File: config.mk
export PLATFORM = sky130hd
export DESIGN_NAME = imem_loader
export DESIGN_NICKNAME = d
export VERILOG_FILES = /design/src/rtl/imem_loader_pkg.sv /design/src/rtl/imem_word_packer.sv /design/src/rtl/imem_loader.sv
export SDC_FILE = /design/constraint.sdc
export NUM_CORES = 1
export LEC_CHECK = 0
export CORE_MARGIN = 5
export CORE_UTILIZATION = 55
export CTS_CLUSTER_SIZE = 14
export DETAILED_ROUTE_END_ITERATION = 12
export HOLD_SLACK_MARGIN = 0.06
export PLACE_DENSITY = 0.92
export RECOVER_POWER = 50
export SLEW_MARGIN = 30
export SYNTH_ARGS = -nofsm -noshare
export SYNTH_HDL_FRONTEND = slang
export SYNTH_SLANG_ARGS = --single-unit
File: constraint.sdc
create_clock -name clk_i -period 3.9 [get_ports clk_i]
set_input_delay 0.975 -clock clk_i [delete_from_list [all_inputs] [get_ports clk_i]]
set_output_delay 0.975 -clock clk_i [all_outputs]
set_load 0.005 [all_outputs]
File: src/rtl/imem_loader_pkg.sv
// Shared definitions for the instruction-memory boot loader: FSM states, geometry and checksum seed.
package imem_loader_pkg;

    typedef enum logic [2:0] {
        HDR   = 3'd0,
        DATA  = 3'd1,
        WRITE = 3'd2,
        CSUM  = 3'd3,
        DONE  = 3'd4,
        ERR   = 3'd5
    } state_t;

    localparam int BYTES_PER_WORD = 4;
    localparam int IMEM_DEPTH     = 64;

    localparam logic [7:0] CSUM_SEED = 8'h00;

endpackage

File: src/rtl/imem_word_packer.sv
// Packs accepted bytes little-endian into a word and keeps a running XOR of them.
// word/word_ready are combinational on the accepting cycle; no backpressure of its own.
module imem_word_packer
    import imem_loader_pkg::*;
#(
    parameter int DW = 32
) (
    input  logic          clk,
    input  logic          rst,
    input  logic          clear,
    input  logic          accept,
    input  logic [7:0]    data_byte,
    output logic          word_ready,
    output logic [DW-1:0] word,
    output logic [7:0]    xor_sum
);

    logic [1:0]    idx;
    logic [DW-1:0] word_q;
    logic [7:0]    acc_q;

    always_ff @(posedge clk) begin
        if (rst) begin
            idx    <= '0;
            word_q <= '0;
            acc_q  <= CSUM_SEED;
        end else if (clear) begin
            idx    <= '0;
            acc_q  <= CSUM_SEED;
        end else if (accept) begin
            word_q <= word;
            acc_q  <= acc_q ^ data_byte;
            idx    <= (idx == 2'(BYTES_PER_WORD - 1)) ? 2'd0 : idx + 2'd1;
        end
    end

    // Merge the incoming byte so the full word is visible on the 4th byte's edge.
    always_comb begin
        word = word_q;
        if (accept) begin
            word[{idx, 3'b000} +: 8] = data_byte;
        end
    end

    assign word_ready = accept && (idx == 2'(BYTES_PER_WORD - 1));
    assign xor_sum    = acc_q;

endmodule

File: src/rtl/imem_loader.sv
// Boot loader: header N, 4*N little-endian data bytes, XOR checksum; writes words to imem.
// Write one cycle after the 4th byte; ready drops for that write bubble and after DONE/ERR.
module imem_loader
    import imem_loader_pkg::*;
#(
    parameter int DEPTH = IMEM_DEPTH,
    parameter int AW    = 6,
    parameter int DW    = 32
) (
    input  logic          clk_i,
    input  logic          rst_i,
    input  logic [7:0]    byte_i,
    input  logic          byte_valid_i,
    output logic          byte_ready_o,
    output logic [AW-1:0] wraddr_o,
    output logic [DW-1:0] wrdata_o,
    output logic          wren_o,
    output logic          cpu_rst_o,
    output logic          done_o,
    output logic          err_o,
    output logic [AW:0]   words_o
);

    localparam logic [8:0] DEPTH_W = 9'(DEPTH);

    state_t        state;
    state_t        next_state;
    logic [7:0]    n_q;
    logic          accept;
    logic          hdr_bad;
    logic [AW:0]   words_inc;
    logic          word_ready;
    logic [DW-1:0] word;
    logic [7:0]    xor_sum;

    logic          ready_nxt;
    logic          wren_nxt;
    logic [AW-1:0] wraddr_nxt;
    logic [DW-1:0] wrdata_nxt;
    logic          cpu_rst_nxt;
    logic          done_nxt;
    logic          err_nxt;

    assign accept    = byte_valid_i && byte_ready_o;
    assign hdr_bad   = (byte_i == 8'd0) || ({1'b0, byte_i} > DEPTH_W);
    assign words_inc = words_o + 1'b1;

    imem_word_packer #(.DW(DW)) u_packer (
        .clk        (clk_i),
        .rst        (rst_i),
        .clear      (accept && (state == HDR)),
        .accept     (accept && (state == DATA)),
        .data_byte  (byte_i),
        .word_ready (word_ready),
        .word       (word),
        .xor_sum    (xor_sum)
    );

    always_ff @(posedge clk_i) begin
        if (rst_i) begin
            state <= HDR;
        end else begin
            state <= next_state;
        end
    end

    always_comb begin
        next_state = state;
        case (state)
            HDR:   if (accept) next_state = hdr_bad ? ERR : DATA;
            DATA:  if (word_ready) next_state = WRITE;
            WRITE: next_state = (8'(words_inc) == n_q) ? CSUM : DATA;
            CSUM:  if (accept) next_state = (byte_i == xor_sum) ? DONE : ERR;
            DONE:  next_state = DONE;
            ERR:   next_state = ERR;
            default: next_state = HDR;
        endcase
    end

    // Outputs are computed from next_state and registered, so every port is a flop.
    always_comb begin
        ready_nxt   = (next_state == HDR) || (next_state == DATA) || (next_state == CSUM);
        wren_nxt    = (next_state == WRITE);
        wraddr_nxt  = wraddr_o;
        wrdata_nxt  = wrdata_o;
        cpu_rst_nxt = (next_state != DONE);
        done_nxt    = (next_state == DONE);
        err_nxt     = (next_state == ERR);
        if (next_state == WRITE) begin
            wraddr_nxt = words_o[AW-1:0];
            wrdata_nxt = word;
        end
    end

    always_ff @(posedge clk_i) begin
        if (rst_i) begin
            byte_ready_o <= 1'b1;
            wren_o       <= 1'b0;
            wraddr_o     <= '0;
            wrdata_o     <= '0;
            cpu_rst_o    <= 1'b1;
            done_o       <= 1'b0;
            err_o        <= 1'b0;
            words_o      <= '0;
            n_q          <= '0;
        end else begin
            byte_ready_o <= ready_nxt;
            wren_o       <= wren_nxt;
            wraddr_o     <= wraddr_nxt;
            wrdata_o     <= wrdata_nxt;
            cpu_rst_o    <= cpu_rst_nxt;
            done_o       <= done_nxt;
            err_o        <= err_nxt;
            if (state == HDR && accept) begin
                n_q <= byte_i;
            end
            if (state == WRITE) begin
                words_o <= words_inc;
            end
        end
    end

endmodule
==> flow_summary.html <==
<table>
<tr><th>Metric</th><th>Value</th></tr>
<tr><th colspan="2">Floorplan</th></tr>
<tr><td>Floorplan die area</td><td>0.00976 mm^2</td></tr>
<tr><td>Die extent in y</td><td>between 90 and 100 um</td></tr>
<tr><td>Width of the chip</td><td>98.8 um</td></tr>
<tr><td>Effective utilization at floorplan</td><td>0.564</td></tr>
<tr><td>Core area</td><td>between 0.007 and 0.008 mm^2</td></tr>
<tr><td>Std cell rows</td><td>32</td></tr>
<tr><td>Top-level port count</td><td>61</td></tr>
<tr><th colspan="2">Clocking</th></tr>
<tr><td>CTS H-Tree Depth</td><td>3</td></tr>
<tr><td>CTS Hold Buffers Added</td><td>0</td></tr>
<tr><td>Clock-pin transition on the worst setup and hold timing paths</td><td>0.10 ns</td></tr>
<tr><td>Clock Path Buffers</td><td>2</td></tr>
<tr><td>Number of buffers created by CTS</td><td>9</td></tr>
<tr><td>Clock insertion delay at the later pin of the skew report</td><td>about 0.37 ns</td></tr>
<tr><td>Count of buffers added by post-CTS timing repair for setup</td><td>0</td></tr>
<tr><td>TritonCTS clock tree</td><td>built</td></tr>
<tr><td>Post-CTS sizing</td><td>0</td></tr>
<tr><td>Buffer cell driving the clock tree root</td><td>clkbuf_8</td></tr>
<tr><td>Clock sink count</td><td>103</td></tr>
<tr><th colspan="2">Worst setup path</th></tr>
<tr><td>Endpoint required time on the critical path</td><td>4.14 ns</td></tr>
<tr><td>Category of the most critical setup path</td><td>in -&gt; reg</td></tr>
<tr><td>WP data arrival</td><td>3.21 ns</td></tr>
<tr><td>Maximum fanout along the worst path</td><td>22</td></tr>
<tr><td>Slowest cell delay on critical path</td><td>0.85 ns</td></tr>
<tr><td>Element type at the critical path end</td><td>flop</td></tr>
<tr><td>Critical Path Start Type</td><td>primary input</td></tr>
<tr><td>Critical-path top delay cell</td><td>clkbuf_1</td></tr>
<tr><td>Worst-path cell chain</td><td>dlygate4sd3_1 &gt; nand3_1 &gt; nor3_1 &gt; clkbuf_1 &gt; mux2i_1 &gt; nor2_1</td></tr>
<tr><th colspan="2">STA</th></tr>
<tr><td>Slew at the pin closest to its max-slew limit</td><td>1.10 ns</td></tr>
<tr><td>Setup-failing EPs final</td><td>0</td></tr>
<tr><td>WHS</td><td>0.492 ns</td></tr>
<tr><td>Total Neg Setup Slack</td><td>0 ns</td></tr>
<tr><td>Largest clock skew in the final design</td><td>0.0127 ns</td></tr>
<tr><td>Number of hold violations in the final report</td><td>0</td></tr>
<tr><td>Normalized max-slew margin</td><td>0.268</td></tr>
<tr><td>Final worst path period need</td><td>roughly 3.0 ns</td></tr>
<tr><td>Slew Limit Fails</td><td>0</td></tr>
<tr><td>Post-route clock period utilization</td><td>0.763</td></tr>
<tr><td>Worst-case setup margin in the final layout</td><td>0.924 ns</td></tr>
<tr><td>Maximum frequency from static timing analysis</td><td>336 MHz</td></tr>
<tr><td>RSZ-0062 raised after global routing</td><td>no</td></tr>
<tr><th colspan="2">Layout</th></tr>
<tr><td>Antenna fix cells</td><td>0</td></tr>
<tr><td>Non-Filler Cell Area, Final</td><td>just over 0.005 mm^2</td></tr>
<tr><td>Area overhead of the layout relative to synthesis</td><td>17.9%</td></tr>
<tr><td>Net count of the finished layout</td><td>531</td></tr>
<tr><td>Register area</td><td>just over 0.002 mm^2</td></tr>
<tr><td>Number of filler cells placed in the layout</td><td>633</td></tr>
<tr><td>Share of cells above drive strength 1</td><td>0.0579</td></tr>
<tr><td>Area used by multi-input combinational logic</td><td>0.00208 mm^2</td></tr>
<tr><th colspan="2">Synth</th></tr>
<tr><td>Total standard cell area after synthesis</td><td>0.00434 mm^2</td></tr>
<tr><td>Post-synth EDFFs</td><td>0</td></tr>
<tr><td>Syn Nets</td><td>487</td></tr>
<tr><td>Warnings from Yosys</td><td>0</td></tr>
<tr><td>Post-synth top area share</td><td>0.475</td></tr>
<tr><td>Yosys reg bits</td><td>103</td></tr>
<tr><td>Synthesized area per cell</td><td>9.25 um^2</td></tr>
<tr><td>Top post-synthesis cells by area</td><td>dfxtp_1, nor2_1, and4_1, a211oi_1, a21oi_1</td></tr>
<tr><td>Commonest register cell after synthesis</td><td>dfxtp_1</td></tr>
<tr><td>Cell count after synthesis</td><td>469</td></tr>
<tr><td>Yosys top cell by area</td><td>dfxtp_1</td></tr>
<tr><td>Fraction of synthesis flops using an asynchronous set or reset pin</td><td>0</td></tr>
<tr><td>Yosys cell types</td><td>43</td></tr>
<tr><td>Fraction of the yosys area taken by sequential cells</td><td>0.475</td></tr>
<tr><th colspan="2">Drt</th></tr>
<tr><td>Average via count per standard cell</td><td>5.75</td></tr>
<tr><td>Wire per inst</td><td>15.8 um</td></tr>
<tr><td>Routed via count</td><td>3568</td></tr>
<tr><td>Total routed wirelength</td><td>a little under 10 mm</td></tr>
<tr><td>Length of the first detailed-routing pass in iterations</td><td>7</td></tr>
<tr><td>Initial DRC Count</td><td>200</td></tr>
<tr><td>Residual DRC count</td><td>0</td></tr>
<tr><td>Number of nets still failing antenna checks after routing</td><td>0</td></tr>
<tr><th colspan="2">GRT</th></tr>
<tr><td>Initial antenna violation count</td><td>0</td></tr>
<tr><td>Total track usage</td><td>0.199</td></tr>
<tr><td>Via count of the first global-routing pass</td><td>~3400</td></tr>
<tr><td>Global route overflow</td><td>0</td></tr>
<tr><td>Wire length of the first global-routing pass</td><td>16.1 mm</td></tr>
<tr><td>Largest net degree at the start of global routing</td><td>56</td></tr>
<tr><th colspan="2">Placement</th></tr>
<tr><td>Count of buffers inserted at the top-level ports</td><td>60</td></tr>
<tr><td>Placed inst area</td><td>0.00496 mm^2</td></tr>
<tr><td>Final RePlAce weighted congestion</td><td>slightly below 0.8</td></tr>
<tr><td>Detailed Place HPWL</td><td>6.69 mm</td></tr>
<tr><td>Dpl ws</td><td>0.745 ns</td></tr>
<tr><th colspan="2">Power and ir drop</th></tr>
<tr><td>Leakage power</td><td>1.95 nW</td></tr>
<tr><td>Total chip power</td><td>roughly 1.9 mW</td></tr>
<tr><td>Worst IR Drop VDD</td><td>0.209 mV</td></tr>
<tr><td>Power per cell area</td><td>roughly 370 mW/mm^2</td></tr>
<tr><th colspan="2">Hold path</th></tr>
<tr><td>Min-delay worst type</td><td>reg -&gt; reg</td></tr>
<tr><th colspan="2">Run</th></tr>
<tr><td>Maximum Capacitance Violations</td><td>0</td></tr>
<tr><th colspan="2">Run status</th></tr>
<tr><td>Result of the run</td><td>finished, final reports clean</td></tr>
</table>
cells in the final DEF, fill, tap and decap left out, types with 2 or more instances in the layout:
master / count
dfxtp_1: 103
nor2_1: 94
dlygate4sd3_1: 51
a21oi_1: 44
a211oi_1: 33
and4_1: 32
xor2_1: 18
mux2i_1: 17
nand2_1: 14
nor3_1: 11
clkbuf_8: 9
clkdlybuf4s50_1: 8
xnor2_1: 7
o21ai_0: 7
ha_1: 7
buf_4: 7
nand2b_1: 5
nor2b_1: 5
nand3b_1: 5
nand3_1: 4
nor3b_1: 4
clkinv_4: 4
inv_1: 3
nor4_4: 2
nor4b_1: 2
nor4_1: 2
and2b_1: 2
and2_1: 2
worst max-delay path: cells and delay by family:
kind          cells  cell delay [ns]
simple gates      3             0.50
mux               1             0.28
buf+inv           2             1.45
where the power goes:
| group | internal, mW | total [mW] | leakage [nW] | switching [mW] |
|---|---|---|---|---|
| clock network | 0.240 | 0.616 | 0.0913 | 0.376 |
| logic | 0.0637 | 0.157 | 1.03 | 0.0936 |
| registers | 1.07 | 1.10 | 0.832 | 0.0236 |
worst paths after layout:
path | start | to | slack (ns) | cells past startpoint
worst max-delay path | byte_valid_i | wraddr_o[2]$_SDFFE_PP0P_ | 0.92 | 6
worst min-delay path | u_packer.word_q[19]$_SDFFE_PP0P_ | u_packer.word_q[19]$_SDFFE_PP0P_ | 0.49 | 2
worst max register to register | u_packer.idx[0]$_SDFFE_PP0P_ | wraddr_o[2]$_SDFFE_PP0P_ | 1.43 | 6
worst min register to register | u_packer.word_q[19]$_SDFFE_PP0P_ | u_packer.word_q[19]$_SDFFE_PP0P_ | 0.49 | 2
cell type report:
cell class / count / area share
clock buffer: 9 / 0.0242
clock inverter: 7 / 0.0115
inverter: 3 / 0.00220
multi-input combinational: 329 / 0.408
sequential: 103 / 0.403
tap: 102 / 0.0250
timing repair buffer: 67 / 0.126
cells by family (layout without fill, tap and decap cells):
logic type / after synthesis / in the layout / share of synthesized area
flops: 103 / 103 / 0.475
compound gates: 90 / 90 / 0.132
buf+inv: 37 / 86 / 0.0381
xor+xnor: 25 / 25 / 0.0505
mux: 17 / 17 / 0.0392
simple gates: 190 / 190 / 0.245
fa+ha+maj: 7 / 7 / 0.0202
routing by layer:
layer	track usage	part of all wire	vias up
li1	-	-	1743
met1	0.246	0.42	1682
met2	0.344	0.50	119
met3	0.0389	0.055	24
met4	0.0735	0.024	0
met5	0	0	-
sequential cells by signal, indices dropped and copies added (netlist names), 2 cells and up:
| register | cells |
|---|---|
| wraddr_o | 6 |
| u_packer.xor_sum | 8 |
| words_o | 7 |
| wrdata_o | 32 |
| n_q | 8 |
| state | 3 |
| u_packer.word_q | 32 |
| u_packer.idx | 2 |
per-stage QoR:
step / util / std cells
floorplan: - / 469
global placement: 0.646 / 604
detailed placement: 0.646 / 604
CTS: 0.670 / 620
global route: 0.665 / 620
finish: 0.665 / 620
cells in the mapped netlist, types with 2 or more instances:
master	number
buf_2	8
xnor2_1	7
nand3b_1	5
ha_1	7
nand2_1	14
and4_1	32
o21ai_0	7
mux2i_1	17
nand3_1	4
a211oi_1	33
nor3_1	10
nor2_1	94
xor2_1	18
buf_1	3
a21oi_1	44
and2_1	2
and2b_1	2
buf_6	2
clkbuf_1	20
nor3b_1	3
dfxtp_1	103
nor4_4	2
nor4_1	2
inv_1	3
nand2b_1	5
nor2b_1	5
Power figures use the tool's default switching activity.
